--- config.mk ---
export PLATFORM = sky130hd
export DESIGN_NAME = decoder_scan_sequencer
export DESIGN_NICKNAME = d
export VERILOG_FILES = /design/src/rtl/decoder_scan_sequencer.sv
export SDC_FILE = /design/constraint.sdc
export NUM_CORES = 1
export LEC_CHECK = 0
export ABC_AREA = 1
export CAP_MARGIN = 20
export CORE_MARGIN = 2
export CORE_UTILIZATION = 50
export DETAILED_ROUTE_END_ITERATION = 10
export DONT_BUFFER_PORTS = 1
export PLACE_DENSITY = 0.64
export SETUP_SLACK_MARGIN = 0.3
export SLEW_MARGIN = 5
export SYNTH_ARGS = -nofsm -noshare
export SYNTH_HDL_FRONTEND = slang
export SYNTH_SLANG_ARGS = --single-unit
--- constraint.sdc ---
create_clock -name clk -period 1.4 [get_ports clk]
set_input_delay 0.35 -clock clk [delete_from_list [all_inputs] [get_ports clk]]
set_output_delay 0.35 -clock clk [all_outputs]
set_load 0.05 [all_outputs]
--- src/rtl/decoder_scan_sequencer.sv ---
// decoder_scan_sequencer: steps the decoder select through channels with blanking gaps and per-channel dwell.
// Optional feature macro SCAN_MASK_EN adds a channel mask input that skips disabled channels.
module decoder_scan_sequencer #(
    parameter int SEL_W        = 3,
    parameter int DWELL_W      = 8,
    parameter int BLANK_CYCLES = 1
) (
    input  logic                clk,
    input  logic                rst,
    input  logic                start,
    input  logic                stop,
    input  logic                continuous,
    input  logic [DWELL_W-1:0]  dwell,
`ifdef SCAN_MASK_EN
    input  logic [2**SEL_W-1:0] mask,
`endif
    output logic [SEL_W-1:0]    a,
    output logic                en,
    output logic                busy,
    output logic                ch_strobe,
    output logic                done
);
    localparam int N  = 2**SEL_W;
    localparam int CW = DWELL_W > 4 ? DWELL_W : 4;
    localparam logic [CW-1:0] BLANK_LAST = CW'(BLANK_CYCLES > 0 ? BLANK_CYCLES - 1 : 0);
    typedef enum logic [1:0] {IDLE, BLANK, DRIVE} state_t;
    state_t state, state_d;
    logic [CW-1:0] cnt, cnt_d;
    logic [SEL_W-1:0] a_d, first, nxt, go_a;
    logic any, has_nxt, go, strobe_d, done_d;
    logic [N-1:0] m;
`ifdef SCAN_MASK_EN
    assign m = mask;
`else
    assign m = '1;
`endif
    assign any = |m;
    // lowest enabled channel, and the lowest enabled channel above the current one
    always_comb begin
        first   = '0;
        nxt     = '0;
        has_nxt = 1'b0;
        for (int i = N - 1; i >= 0; i--) begin
            if (m[i]) first = SEL_W'(i);
            if (m[i] && SEL_W'(i) > a) begin
                nxt     = SEL_W'(i);
                has_nxt = 1'b1;
            end
        end
    end
    always_comb begin
        state_d  = state;
        a_d      = a;
        cnt_d    = cnt;
        strobe_d = 1'b0;
        done_d   = 1'b0;
        go       = 1'b0;
        go_a     = '0;
        case (state)
            IDLE: begin
                go   = start && any;
                go_a = first;
            end
            BLANK: begin
                cnt_d = cnt - 1'b1;
                if (cnt == '0) begin
                    state_d  = DRIVE;
                    cnt_d    = CW'(dwell);
                    strobe_d = 1'b1;
                end
            end
            DRIVE: begin
                cnt_d = cnt - 1'b1;
                if (cnt == '0) begin
                    go   = has_nxt || (continuous && any);
                    go_a = has_nxt ? nxt : first;
                    if (!go) begin
                        state_d = IDLE;
                        a_d     = '0;
                        cnt_d   = '0;
                        done_d  = 1'b1;
                    end
                end
            end
            default: state_d = IDLE;
        endcase
        if (go) begin
            a_d      = go_a;
            state_d  = BLANK_CYCLES == 0 ? DRIVE : BLANK;
            cnt_d    = BLANK_CYCLES == 0 ? CW'(dwell) : BLANK_LAST;
            strobe_d = BLANK_CYCLES == 0;
        end
        // abort wins over start and over channel advance
        if (stop) begin
            state_d  = IDLE;
            a_d      = '0;
            cnt_d    = '0;
            strobe_d = 1'b0;
            done_d   = 1'b0;
        end
    end
    always_ff @(posedge clk or posedge rst) begin
        if (rst) begin
            state     <= IDLE;
            a         <= '0;
            cnt       <= '0;
            en        <= 1'b0;
            busy      <= 1'b0;
            ch_strobe <= 1'b0;
            done      <= 1'b0;
        end else begin
            state     <= state_d;
            a         <= a_d;
            cnt       <= cnt_d;
            en        <= state_d == DRIVE;
            busy      <= state_d != IDLE;
            ch_strobe <= strobe_d;
            done      <= done_d;
        end
    end
endmodule

==> results.yml <==
final_layout:
  n_fill_cell: 199
  antennaDiodeCount: 0
  design_area_mm2: 0.00183
  most-common-layout-cells: "49 x nand2_1, 39 x buf_4, 17 x inv_1"
  syn_to_final_growth_pct: 42.4
  fin_nets: 244
  layout_commonest_cell: "nand2_1"
  fin_cells: 252
  multi_input_area_um2: 857
  drive_gt1_share_pct: 41.4
  ff_latch_area_um2: 433
routing:
  wire_per_inst_um: 13.4
  route.final.wire_length_mm: 3.38
  drtAntennaViolNets: 0
  drc: 0
  vias: 1314
  drt_first_iter_violations: 16
  routed_via_density: 5.21
  dr.pass1.iters: 4
clocking:
  htreeDepth: 1
  cts_sinks: 17
  cts_tree: "built"
  cts.reportedPaths.clkPinSlew_ns: 0.10
  insertion_delay_ns: 0.30
  cts_root_buf: "clkbuf_4"
  cts_inserted_buffers: 3
  cts_buffer_depth: 2
worst_hold_path:
  whs_path_depth: 1
  hold_end: "done"
  worst_hold_path_type: "in2reg"
  hold_start: "stop"
yosys:
  ys_seq_area_share_pct: 33.1
  synthCells: 174
  syn_avg_cell_area_um2: 7.38
  ys_ff_latch: 17
  syn_nets: 195
  synth_area_mm2: 0.00128
  ys_types: 26
  ys_warn_count: 0
sta:
  finalHoldViolations: 0
  tightest_slew_ns: 0.242
  skew_ns: 0.00139
  max_freq_mhz: 624
  maxSlewHeadroom_pct: 83.8
  period_share_pct: 115
  setup_viol: 18
  rsz0062_at_grt: "true"
  slew_violations: 0
  fin_crit_ns: 1.60
  setup_ws_ns: -0.204
grt:
  overflow: 0
  grt_max_degree: 18
  grtUsageTotal_pct: 25.2
  grt_pass1_wl_mm: 5.32
  grt_pass1_vias: 1267
  antenna_found_initial: 0
setup_path:
  start_kind: "flip-flop"
  r2r_start: "cnt[4]"
  r2r-end: "en"
  path_max_fanout: 3
  crit_path_end_kind: "flip-flop"
  crit_type: "reg2reg"
  rr_worst_depth: 9
  required_ns: 1.60
  r2r_slack_ns: -0.20
  cp.arrival_ns: 1.81
floorplanning:
  rows: 18
  ios: 20
  die_h_um: 54.7
  start_util_pct: 52.3
  core_mm2: 0.00245
  dieArea_mm2: 0.00299
  die_w_um: 54.7
placement:
  io_buffers: 0
  dpl_cell_area_mm2: 0.00157
  hpwl_mm: 2.40
  dp.cells: 234
  gp_congestion: 0.856
run_status:
  violations: "setup timing"
  status: "finished with violations"
run:
  cap_violations: 0
cell usage after synthesis:
master | count | area share [%]
nand2_1 | 53 | 15
inv_1 | 20 | 5.8
dfrtp_1 | 17 | 33
nor2_1 | 14 | 4.1
nand3_1 | 13 | 5.1
ha_1 | 8 | 7.8
nor2_4 | 6 | 5.3
o21ai_1 | 5 | 1.9
nor3_1 | 4 | 1.6
o21ai_0 | 4 | 1.6
buf_2 | 3 | 1.2
nand2_2 | 3 | 1.5
nand3_4 | 3 | 4.1
nor2_2 | 3 | 1.5
a21oi_1 | 2 | 0.78
inv_2 | 2 | 0.58
nand3b_1 | 2 | 1.2
nand4_1 | 2 | 0.97
xnor2_1 | 2 | 1.4
xor2_1 | 2 | 1.4
a21oi_2 | 1 | 0.68
and2_1 | 1 | 0.49
buf_6 | 1 | 0.88
nand3_2 | 1 | 0.78
o21bai_1 | 1 | 0.58
o22ai_1 | 1 | 0.49
cell type report:
| type | instances | share of cell area, % |
|---|---|---|
| Clock buffer | 4 | 1.44 |
| Inverter | 22 | 4.51 |
| Multi-Input combinational cell | 131 | 46.9 |
| Sequential cell | 17 | 23.7 |
| Tap cell | 30 | 2.05 |
| Timing Repair Buffer | 48 | 21.5 |
metrics by stage:
step           TNS [ns]  setup slack (ns)  util, %  hold WS, ns
6_report          -2.69            -0.204     74.5       0.0899
5_1_grt           -4.14            -0.286     74.5       0.0771
4_1_cts           -2.52            -0.191     73.3       0.0839
3_5_place_dp      -3.21            -0.257     63.9        0.273
3_3_place_gp      -2.21            -0.171     63.9        0.269
2_1_floorplan     -3.36            -0.258        -        0.276
repair_timing:
item / 4_1_cts / 5_1_grt
pin swaps: 8 / 6
buffers inserted: 12 / 1
hold buffers: 1 / 0
hold endpoints to repair: 17 / 0
endpoints found under the setup margin: 24 / 24
resized for setup: 30 / 5
state kept, by name, indices dropped and copies added, names as in the netlist:
| name | cells |
|---|---|
| busy | 1 |
| ch_strobe | 1 |
| cnt | 8 |
| state | 2 |
| done | 1 |
| a | 3 |
| en | 1 |
critical path, stage by stage, from the launching register on:
cell and delay (ns):
dfrtp_1 0.40, nor2_2 0.18, nand2_1 0.15, nor2_4 0.18, nand3_4 0.11, buf_4 0.16
a21oi_4 0.15, inv_2 0.06, nand2_4 0.07, nor2_1 0.04
how the worst max path moves through the flow:
stage                     startpoint      to  slack, ns  depth (start not counted)
after detailed placement        a[0]  cnt[1]      -0.26                         10
final                         cnt[4]      en      -0.20                          9
after CTS                       a[0]  cnt[6]      -0.19                         11
after global routing            a[1]  cnt[4]      -0.29                         10
after floorplan                 a[1]  cnt[4]      -0.26                         10
after global placement          a[0]  cnt[7]      -0.17                         10
cell families (layout without fill, tap and decap cells):
| logic type | count (synthesis) | in the layout | share of synthesized area (%) |
|---|---|---|---|
| compound gates | 14 | 14 | 6.04 |
| xor+xnor | 4 | 4 | 2.73 |
| fa+ha+maj | 8 | 8 | 7.79 |
| buf+inv | 26 | 74 | 8.47 |
| flops | 17 | 17 | 33.1 |
| simple gates | 105 | 105 | 41.9 |
per-layer routing:
| metal | up-vias | wire (um) | global-route usage [%] |
|---|---|---|---|
| li1 | 642 | - | - |
| met1 | 620 | 1330 | 28.5 |
| met2 | 40 | 1830 | 44.8 |
| met3 | 12 | 134 | 4.92 |
| met4 | 0 | 87 | 11.7 |
| met5 | - | 0 | 0 |
Power is not shown: default switching activity piles up to over one toggle a cycle in this logic, so the estimate is an artifact.
